<file path="config.mk">
export PLATFORM = sky130hd
export DESIGN_NAME = pc_redirect_sequencer_flat
export DESIGN_NICKNAME = d
export VERILOG_FILES = /design/src/rtl/pc_redirect_sequencer_if.sv /design/src/rtl/pc_redirect_sequencer.sv /design/src/flat_wrapper.sv
export SDC_FILE = /design/constraint.sdc
export NUM_CORES = 1
export LEC_CHECK = 0
export CORE_MARGIN = 2
export CORE_UTILIZATION = 49
export CTS_CLUSTER_SIZE = 30
export DETAILED_ROUTE_END_ITERATION = 8
export GPL_TIMING_DRIVEN = 0
export PLACE_DENSITY = 0.89
export SYNTH_ARGS = -nofsm -noshare
export SYNTH_HDL_FRONTEND = slang
export SYNTH_SLANG_ARGS = --single-unit
</file>
<file path="constraint.sdc">
create_clock -name clock -period 2.4 [get_ports clock]
set_input_delay 0.24 -clock clock [delete_from_list [all_inputs] [get_ports clock]]
set_output_delay 0.24 -clock clock [all_outputs]
set_load 0.01 [all_outputs]
</file>
<file path="src/rtl/pc_redirect_sequencer_if.sv">
// pc_redirect_sequencer_if -- instruction-fetch request handshake.
//   fetch_valid  sequencer -> imem  request valid
//   fetch_pc     sequencer -> imem  fetch address (registered)
//   fetch_kill   sequencer -> imem  returned instruction must be dropped
//   fetch_ready  imem -> sequencer  imem accepts the current request
interface pc_redirect_sequencer_if;
  logic        fetch_valid;
  logic [31:0] fetch_pc;
  logic        fetch_kill;
  logic        fetch_ready;

  modport master (output fetch_valid, output fetch_pc, output fetch_kill,
                  input  fetch_ready);
  modport slave  (input  fetch_valid, input  fetch_pc, input  fetch_kill,
                  output fetch_ready);
endinterface

</file>
<file path="src/rtl/pc_redirect_sequencer.sv">
// pc_redirect_sequencer -- owns the fetch PC and sequences branch/JAL/JALR
// redirects against a stallable imem request port.
//   clock, reset       clock; asynchronous active-low reset
//   ex_valid           EX holds a live instruction
//   next_pc_select     00 seq, 01 PC+imm, 10 JALR target, 11 trap
//   ex_pc, ex_imm      PC-relative target operands
//   ex_jalr_sum        rs1 + imm from the ALU
//   trap_req/vector    trap request and handler address (option only)
//   fetch              imem request handshake (master side)
//   flush              registered 1-cycle IF/ID kill pulse per redirect
//   pc_misaligned      redirect target had bit[1] set
// Build option: define TRAP_REDIRECT_EN to enable the trap redirect path;
// without it a misaligned target halts fetch until reset (sticky flag).
module pc_redirect_sequencer #(
  parameter logic [31:0] RESET_PC = 32'h0040_0000
) (
  input  logic                           clock,
  input  logic                           reset,
  input  logic                           ex_valid,
  input  logic [1:0]                     next_pc_select,
  input  logic [31:0]                    ex_pc,
  input  logic [31:0]                    ex_imm,
  input  logic [31:0]                    ex_jalr_sum,
  input  logic                           trap_req,
  input  logic [31:0]                    trap_vector,
  pc_redirect_sequencer_if.master        fetch,
  output logic                           flush,
  output logic                           pc_misaligned
);

  typedef enum logic [1:0] {BOOT, RUN, PEND, HALT} state_e;

  state_e      state_q, state_d;
  logic [31:0] pc_q, pc_d;
  logic [31:0] pend_q, pend_d;
  logic        flush_q, flush_d;
  logic        mis_q, mis_d;

  logic        is_branch;
  logic [31:0] br_target;
  logic        mis_event;
  logic        redir;
  logic [31:0] target;
  logic        halt_now;
  logic        unused_bits;

`ifdef TRAP_REDIRECT_EN
  logic        trap_any;
  logic [31:0] trap_target;
  assign unused_bits = ^{ex_jalr_sum[0], trap_vector[1:0]};
`else
  assign unused_bits = ^{ex_jalr_sum[0], trap_req, trap_vector};
`endif

  always_comb begin
    state_d   = state_q;
    pc_d      = pc_q;
    pend_d    = pend_q;
    flush_d   = 1'b0;
    is_branch = ex_valid & ((next_pc_select == 2'b01) | (next_pc_select == 2'b10));
    br_target = (next_pc_select == 2'b01) ? ex_pc + ex_imm
                                          : {ex_jalr_sum[31:1], 1'b0};
    mis_event = (state_q == RUN) & is_branch & br_target[1];
`ifdef TRAP_REDIRECT_EN
    trap_any    = trap_req | (ex_valid & (next_pc_select == 2'b11));
    trap_target = {trap_vector[31:2], 2'b00};
    // A misaligned branch target is folded into the trap path.
    redir       = trap_any | is_branch;
    target      = (trap_any | br_target[1]) ? trap_target : br_target;
    halt_now    = 1'b0;
    mis_d       = mis_event;
`else
    redir       = is_branch;
    target      = br_target;
    halt_now    = br_target[1];
    mis_d       = mis_q | mis_event;
`endif

    case (state_q)
      BOOT: state_d = RUN;
      RUN: begin
        if (redir) begin
          flush_d = 1'b1;
          if (halt_now) begin
            state_d = HALT;
          end else if (fetch.fetch_ready) begin
            pc_d = target;
          end else begin
            // fetch_pc must hold while the request is stalled
            pend_d  = target;
            state_d = PEND;
          end
        end else if (fetch.fetch_ready) begin
          pc_d = pc_q + 32'd4;
        end
      end
      PEND: begin
`ifdef TRAP_REDIRECT_EN
        if (trap_any) pend_d = trap_target;
`endif
        if (fetch.fetch_ready) begin
          pc_d    = pend_d;
          state_d = RUN;
        end
      end
      default: state_d = HALT;
    endcase
  end

  always_ff @(posedge clock or negedge reset) begin
    if (!reset) begin
      state_q <= BOOT;
      pc_q    <= RESET_PC;
      pend_q  <= '0;
      flush_q <= 1'b0;
      mis_q   <= 1'b0;
    end else begin
      state_q <= state_d;
      pc_q    <= pc_d;
      pend_q  <= pend_d;
      flush_q <= flush_d;
      mis_q   <= mis_d;
    end
  end

  assign fetch.fetch_valid = (state_q == RUN) | (state_q == PEND);
  assign fetch.fetch_kill  = (state_q == PEND);
  assign fetch.fetch_pc    = pc_q;
  assign flush             = flush_q;
  assign pc_misaligned     = mis_q;

endmodule
</file>
<file path="src/flat_wrapper.sv">
// flat-port wrapper written by rule: the top's interface ports become plain ports
module pc_redirect_sequencer_flat 
#(
  parameter logic [31:0] RESET_PC = 32'h0040_0000
)
  (clock, reset, ex_valid, next_pc_select, ex_pc, ex_imm, ex_jalr_sum, trap_req, trap_vector, flush, pc_misaligned, fetch_fetch_valid, fetch_fetch_pc, fetch_fetch_kill, fetch_fetch_ready);
  pc_redirect_sequencer_if fetch_i ();
  input  logic clock;
  input  logic reset;
  input  logic ex_valid;
  input  logic [1:0] next_pc_select;
  input  logic [31:0] ex_pc;
  input  logic [31:0] ex_imm;
  input  logic [31:0] ex_jalr_sum;
  input  logic trap_req;
  input  logic [31:0] trap_vector;
  output logic flush;
  output logic pc_misaligned;
  output wire logic [$bits(fetch_i.fetch_valid)-1:0] fetch_fetch_valid;
  output wire logic [$bits(fetch_i.fetch_pc)-1:0] fetch_fetch_pc;
  output wire logic [$bits(fetch_i.fetch_kill)-1:0] fetch_fetch_kill;
  input wire logic [$bits(fetch_i.fetch_ready)-1:0] fetch_fetch_ready;
  assign fetch_fetch_valid = fetch_i.fetch_valid;
  assign fetch_fetch_pc = fetch_i.fetch_pc;
  assign fetch_fetch_kill = fetch_i.fetch_kill;
  assign fetch_i.fetch_ready = fetch_fetch_ready;
  pc_redirect_sequencer #(.RESET_PC(RESET_PC)) u_core (.clock(clock), .reset(reset), .ex_valid(ex_valid), .next_pc_select(next_pc_select), .ex_pc(ex_pc), .ex_imm(ex_imm), .ex_jalr_sum(ex_jalr_sum), .trap_req(trap_req), .trap_vector(trap_vector), .fetch(fetch_i), .flush(flush), .pc_misaligned(pc_misaligned));
endmodule
</file>
**After elaboration in Yosys (flattened, before gate mapping)**

Cells that the tools add are included.

- Register bits after elaboration: 67
- Latch bits: 0
- Bits in writable memories: 0
- Memory bits (read-only): 0
- Input bits: 135
- Output and inout bits: 36
- Word-level logic and storage cells: 44
- Memories: 0

- $add $sub $neg: 2
- $mul: 0
- Divide/modulo/power cells: 0
- Magnitude comparators: 0
- Eq/ne operators: 10
- Shift-type cells: 0
- Multiplexer cells: 14
- Bitwise gates (word level): 8
- Reductions and logical operators: 5

Operators by type and width:

| cell | number |
|---|---|
| 2-to-1 mux 32 bit | 6 |
| case mux 32 bit (2 select lines) | 1 |
| adder 32 x 3 -> 32 bit (second input constant) | 1 |
| adder 32 bit | 1 |
| inequality test 3 x 2 -> 1 bit (second input constant) | 3 |
| 2-to-1 mux 2 bit | 4 |
| case mux 2 bit (3 select lines) | 1 |
| AND reduction 5 bit | 1 |
| == test 2 x 1 -> 1 bit (second input constant) | 2 |
| == test 2 bit (second input constant) | 2 |
| inequality test 2 x 1 -> 1 bit (second input constant) | 2 |
| AND reduction 4 bit | 1 |
| bitwise AND 1 bit | 3 |
| inequality test 3 bit (second input constant) | 1 |
| OR 1 bit | 3 |
| AND reduction 3 bit | 1 |
| logical NOT 2 bit | 1 |
| 2-to-1 mux 1 bit | 2 |
| NOT 1 bit | 2 |
| nonzero test 2 bit | 1 |

**Logic depth before layout (Yosys ltp)**

- Depth in word-level cells: 6
- Gate-level depth with buffers: 12
- Gate-level depth less buffers: 11

**Least setup slack after synthesis**

Ideal clock, no wire load.

- Kind: in2reg
- Start point: input port ex_pc[0]
- End point: register u_core.pend_q[30]
- Setup time: 0.099 ns
- Data arrival time: 2.525 ns
- Required time: 2.301 ns
- Path slack: -0.224 ns
- Stages on the path: 11
- Buffers on the path: 0
- Cells stage by stage: ha_1 -> inv_1 -> fa_1 -> and2b_2 -> o2111ai_2 -> a2111oi_4 -> o21ai_2 -> a211oi_2 -> a31oi_1 -> xor2_1 -> a311oi_1

- Longest elaborated chain between the ends: 4

Ends and longest elaborated chain:

| what | RTL line | source |
|---|---|---|
| from (decl) | flat_wrapper.sv:12 | `input logic [31:0] ex_pc;` |
| adder 32 bit (*) | pc_redirect_sequencer.sv:61 | `br_target = (next_pc_select == 2'b01) ? ex_pc + ex_imm` |
| 2-to-1 mux 32 bit (*) | pc_redirect_sequencer.sv:61 |  |
| NOT 1 bit (no source line) | n/a |  |
| AND reduction 4 bit (no source line) | n/a |  |
| to (signal assigned) | pc_redirect_sequencer.sv:120 | `pend_q <= pend_d;` |
| to (decl) | pc_redirect_sequencer.sv:35 | `logic [31:0] pend_q, pend_d;` |

Every way passes the cells marked *; elsewhere a longest branch is shown, timed or not.
A chain may end at the register's enable or synchronous reset.

**Final worst setup path**

- Start point: input port ex_pc[0]
- End point: register u_core.pc_q[10] (netlist: u_core.fetch.fetch_pc[10])

- Longest elaborated chain between the ends: 6
- Elaborated cells between the ends (all ways): 9
- Classes of those cells: add/sub (1); eq/ne (2); mux (5); reduce/logical (1)

Ends and longest elaborated chain:

| what | RTL line | source |
|---|---|---|
| adder 32 bit (*) | pc_redirect_sequencer.sv:61 |  |
| 2-to-1 mux 32 bit (*) | pc_redirect_sequencer.sv:61 |  |
| 2-to-1 mux 32 bit | pc_redirect_sequencer.sv:86 | `end else if (fetch.fetch_ready) begin` |
| 2-to-1 mux 32 bit | pc_redirect_sequencer.sv:84 | `if (halt_now) begin` |
| 2-to-1 mux 32 bit | pc_redirect_sequencer.sv:82 | `if (redir) begin` |
| case mux 32 bit (2 select lines) | pc_redirect_sequencer.sv:79 | `case (state_q)` |
| to (signal assigned) | pc_redirect_sequencer.sv:119 | `pc_q <= pc_d;` |
| to (decl) | pc_redirect_sequencer.sv:34 | `logic [31:0] pc_q, pc_d;` |

Every way passes the cells marked *; elsewhere a longest branch is shown, timed or not. The select of a mux whose other input is x is not followed.

==> flow_metrics.env <==
export IMPL_outcome="complete, but fails checks"
export IMPL_violations="setup timing"
export IMPL_synth_compound_area_share_pct=28.27
export IMPL_fin_tns_setup_ns=-4.520
export IMPL_clockRootBuffer="clkbuf_16"
export IMPL_r2r_end="u_core.fetch.fetch_pc[12]"
export IMPL_ant_nets=0
export IMPL_synthCells=759
export IMPL_drt_iter0_drc=1148
export IMPL_critPathLaunchType="input pin"
export IMPL_finalClockSkew_ns=0.008014
export IMPL_drc=0
export IMPL_path_max_fanout=2
export IMPL_synth_top_family_by_area="compound AO/OA/AOI/OAI gates"
export IMPL_area_growth_pct=49.20
export IMPL_leakagePower_uw=0.003658
export IMPL_worstSetupEndpointType="flip-flop"
export IMPL_synth_xor_area_share_pct=6.060
export IMPL_slowest_delay_ns=0.35
export IMPL_clock_path_buffers=2
export IMPL_synth_distinct_cells=72
export IMPL_dpl_worst_slack_ns=-1.051
export IMPL_synth_edf_count=0
export IMPL_viasPerCell=6.763
export IMPL_crit_buf_inv=5
export IMPL_hp_class="in2async"
export IMPL_crit_family="compound AO/OA/AOI/OAI gates"
export IMPL_reg2reg_setup_slack_ns=0.08
export IMPL_synth_fp_nets=932
export IMPL_initial_utilization_pct=49.75
export IMPL_wirelength_um=24300
export IMPL_ios=171
export IMPL_cts_clk_slew_worst_paths_ns=0.05
export IMPL_max_freq_mhz=374.2
export IMPL_p_per_area_nw_per_um2=891.0
export IMPL_relSlewSlack_pct=41.98
export IMPL_dr_pass1_iters=7
export IMPL_hold_viol_final=0
export IMPL_syn_area_um2=5926
export IMPL_cp_required_ns=2.65
export IMPL_finalCriticalPeriod_ns=2.672
export IMPL_path_class="in2reg"
export IMPL_cts_tree="yes"
export IMPL_dieHeight_um=114.0
export IMPL_wire_per_inst_um=22.39
export IMPL_antenna_found_initial=0
export IMPL_place_gp_congestion=0.9767
export IMPL_drive_above_1_share_pct=21.32
export IMPL_cpMostUsedCell="buf_4"
export IMPL_grt_pass1_wl_um=33130
export IMPL_synth_simple_area_share_pct=21.49
export IMPL_final_cell_mix="110 x clkdlybuf4s50_1, 86 x nand2_1, 68 x a21oi_1, 64 x dfrtp_1, 54 x nor2_1"
export IMPL_r2r_cells=7
export IMPL_slew_viol_final=0
export IMPL_async_flop_share_pct=100.0
export IMPL_finalCritPeriodShare_pct=111.3
export IMPL_hold_slack_ns=0.004555
export IMPL_dp_hpwl_um=14850
export IMPL_muxShareOfSynthArea_pct=2.618
export IMPL_cts_buffers=9
export IMPL_core_um2=11910
export IMPL_cp_slowest_cell="fa_2"
export IMPL_clock_sinks=66
export IMPL_n_antenna_cell=0
export IMPL_synth_ff_type="dfrtp_1"
export IMPL_r2r_start="u_core.fetch.fetch_pc[2]"
export IMPL_synth_ff_latch_count=66
export IMPL_yosysWarnings=0
export IMPL_worstMarginPinSlew_ns=0.8703
export IMPL_fin_nets=1106
export IMPL_grt_pass1_vias=6644
export IMPL_crit_chain="buf_8 -> ha_4 -> inv_2 -> fa_2 -> and2b_2 -> o2111ai_4 -> buf_4 -> buf_4 -> buf_4 -> a21oi_1 -> o31a_1 -> nor3_2 -> o31ai_4 -> a21oi_1 -> o211ai_1"
export IMPL_synth_seq_area_share_pct=27.89
export IMPL_rsz0062_at_grt="yes"
export IMPL_setup_viol_count_final=35
export IMPL_die_area_um2=12990
export IMPL_grt_use_total_pct=32.31
export IMPL_die_w_um=114.0
export IMPL_worst_ep_arrival_time_ns=2.92
export IMPL_avgSynthCellArea_um2=7.807
export IMPL_insertion_delay_ns=0.34
export IMPL_drv_cap=0
export IMPL_ir_drop_mv=0.6105
export IMPL_gr_total_overflow=0
export IMPL_grt_max_degree=67
export IMPL_final_common_cell="clkdlybuf4s50_1"
export IMPL_cts_htree_levels=3
export IMPL_rows=40
export IMPL_via_count=7338
export IMPL_port_buffer_count=135
export IMPL_postLayoutSetupSlackWorst_ns=-0.2723
export IMPL_synthAdderAreaFrac_pct=8.150
export IMPL_fillers=763
-- final cells by class --
type	instances	area (um2)	share of cell area (%)
clock inverters	5	52.55	0.5944
clock buffers	11	252.7	2.859
flip-flops and latches	66	1654	18.71
repair buffers	169	1644	18.60
inverters	21	78.83	0.8916
multi-input cells	626	4712	53.30
plain buffers	40	262.8	2.972
well taps	147	183.9	2.080
-- stage by stage --
stage / total power, uW / instances / area, um2 / utilization (%)
final: 7877 / 1085 / 8841 / 74.22
after global routing: 8234 / 1085 / 8841 / 74.22
after CTS: 7366 / 1067 / 8258 / 69.33
after detailed placement: 5810 / 1041 / 7485 / 62.84
after global placement: 5698 / 1041 / 7487 / 62.86
after floorplan: 4256 / 759 / 5952 / -
-- synth_stat cells, drive strengths merged (8+ instances only) --
master,n,share of area (%)
ha,37,7.8
clkbuf,39,3.4
a21oi,85,7.2
nand2,91,5.8
o21ai,76,6.5
nor3,24,2.0
dfrtp,65,27
inv,21,1.3
o21a,9,1.1
a221oi,8,1.2
nand3,21,1.8
a21o,12,1.5
mux2i,11,1.9
and3,19,2.0
nand4,10,1.1
nor2b,10,1.1
nor2,55,3.5
xor2,22,3.3
a211oi,18,2.4
xnor2,19,2.8
-- worst max path at each step --
stage / startpoint / end / cells after the start
3_5_place_dp: ex_imm[0] / u_core.pend_q[24] / 12
2_1_floorplan: ex_pc[0] / u_core.pend_q[30] / 11
6_report: ex_pc[0] / u_core.fetch.fetch_pc[10] / 15
3_3_place_gp: ex_pc[0] / u_core.fetch.fetch_pc[30] / 10
4_1_cts: ex_imm[0] / u_core.fetch.fetch_pc[30] / 14
5_1_grt: ex_pc[0] / u_core.fetch.fetch_pc[10] / 15
-- where the power goes --
group / switching, uW / internal (uW) / leakage (uW)
clock: 501 / 854 / 0.000151
combinational: 2450 / 1910 / 0.00269
sequential: 537 / 1630 / 0.000821
-- worst register-to-register path: cells and delay by family (launching register included) --
family	cells	cell delay, ns
DFF	1	0.48
and+or+nand+nor	2	0.51
xor gates and xnor gates	1	0.30
adders and majority gates	1	0.28
AOI/OAI and AO/OA	3	0.64
-- logic make-up after synthesis --
logic type,count (synthesis)
flip-flops,66
buffers and inverters,67
other,1
XOR/XNOR,41
AO/OA/AOI/OAI,266
AND/OR/NAND/NOR,265
multiplexers,15
adder cells (fa/ha/maj),38
-- repair_timing --
item	in CTS	in global routing
endpoints found under the hold margin	0	0
hold buffers	0	0
setup buffers	14	20
endpoints found under the setup margin	63	63
pin swaps	32	60
gates resized for setup	111	121
-- per-layer routing --
layer | GRT usage [%] | part of all wire [%] | vias to the layer above
met5 | 0 | 0 | -
met4 | 16.42 | 6.2 | 0
met3 | 7.545 | 13 | 157
met2 | 52.46 | 46 | 697
met1 | 40.26 | 35 | 3348
li1 | - | - | 3136
-- sequential cells by signal (all words and copies together), names as in the netlist --
register and cells:
u_core.state_q 2, u_core.fetch.fetch_pc 31, u_core.flush 1, u_core.pend_q 31, u_core.pc_misaligned 1
Note: power is estimated with default switching activity, not from simulation.
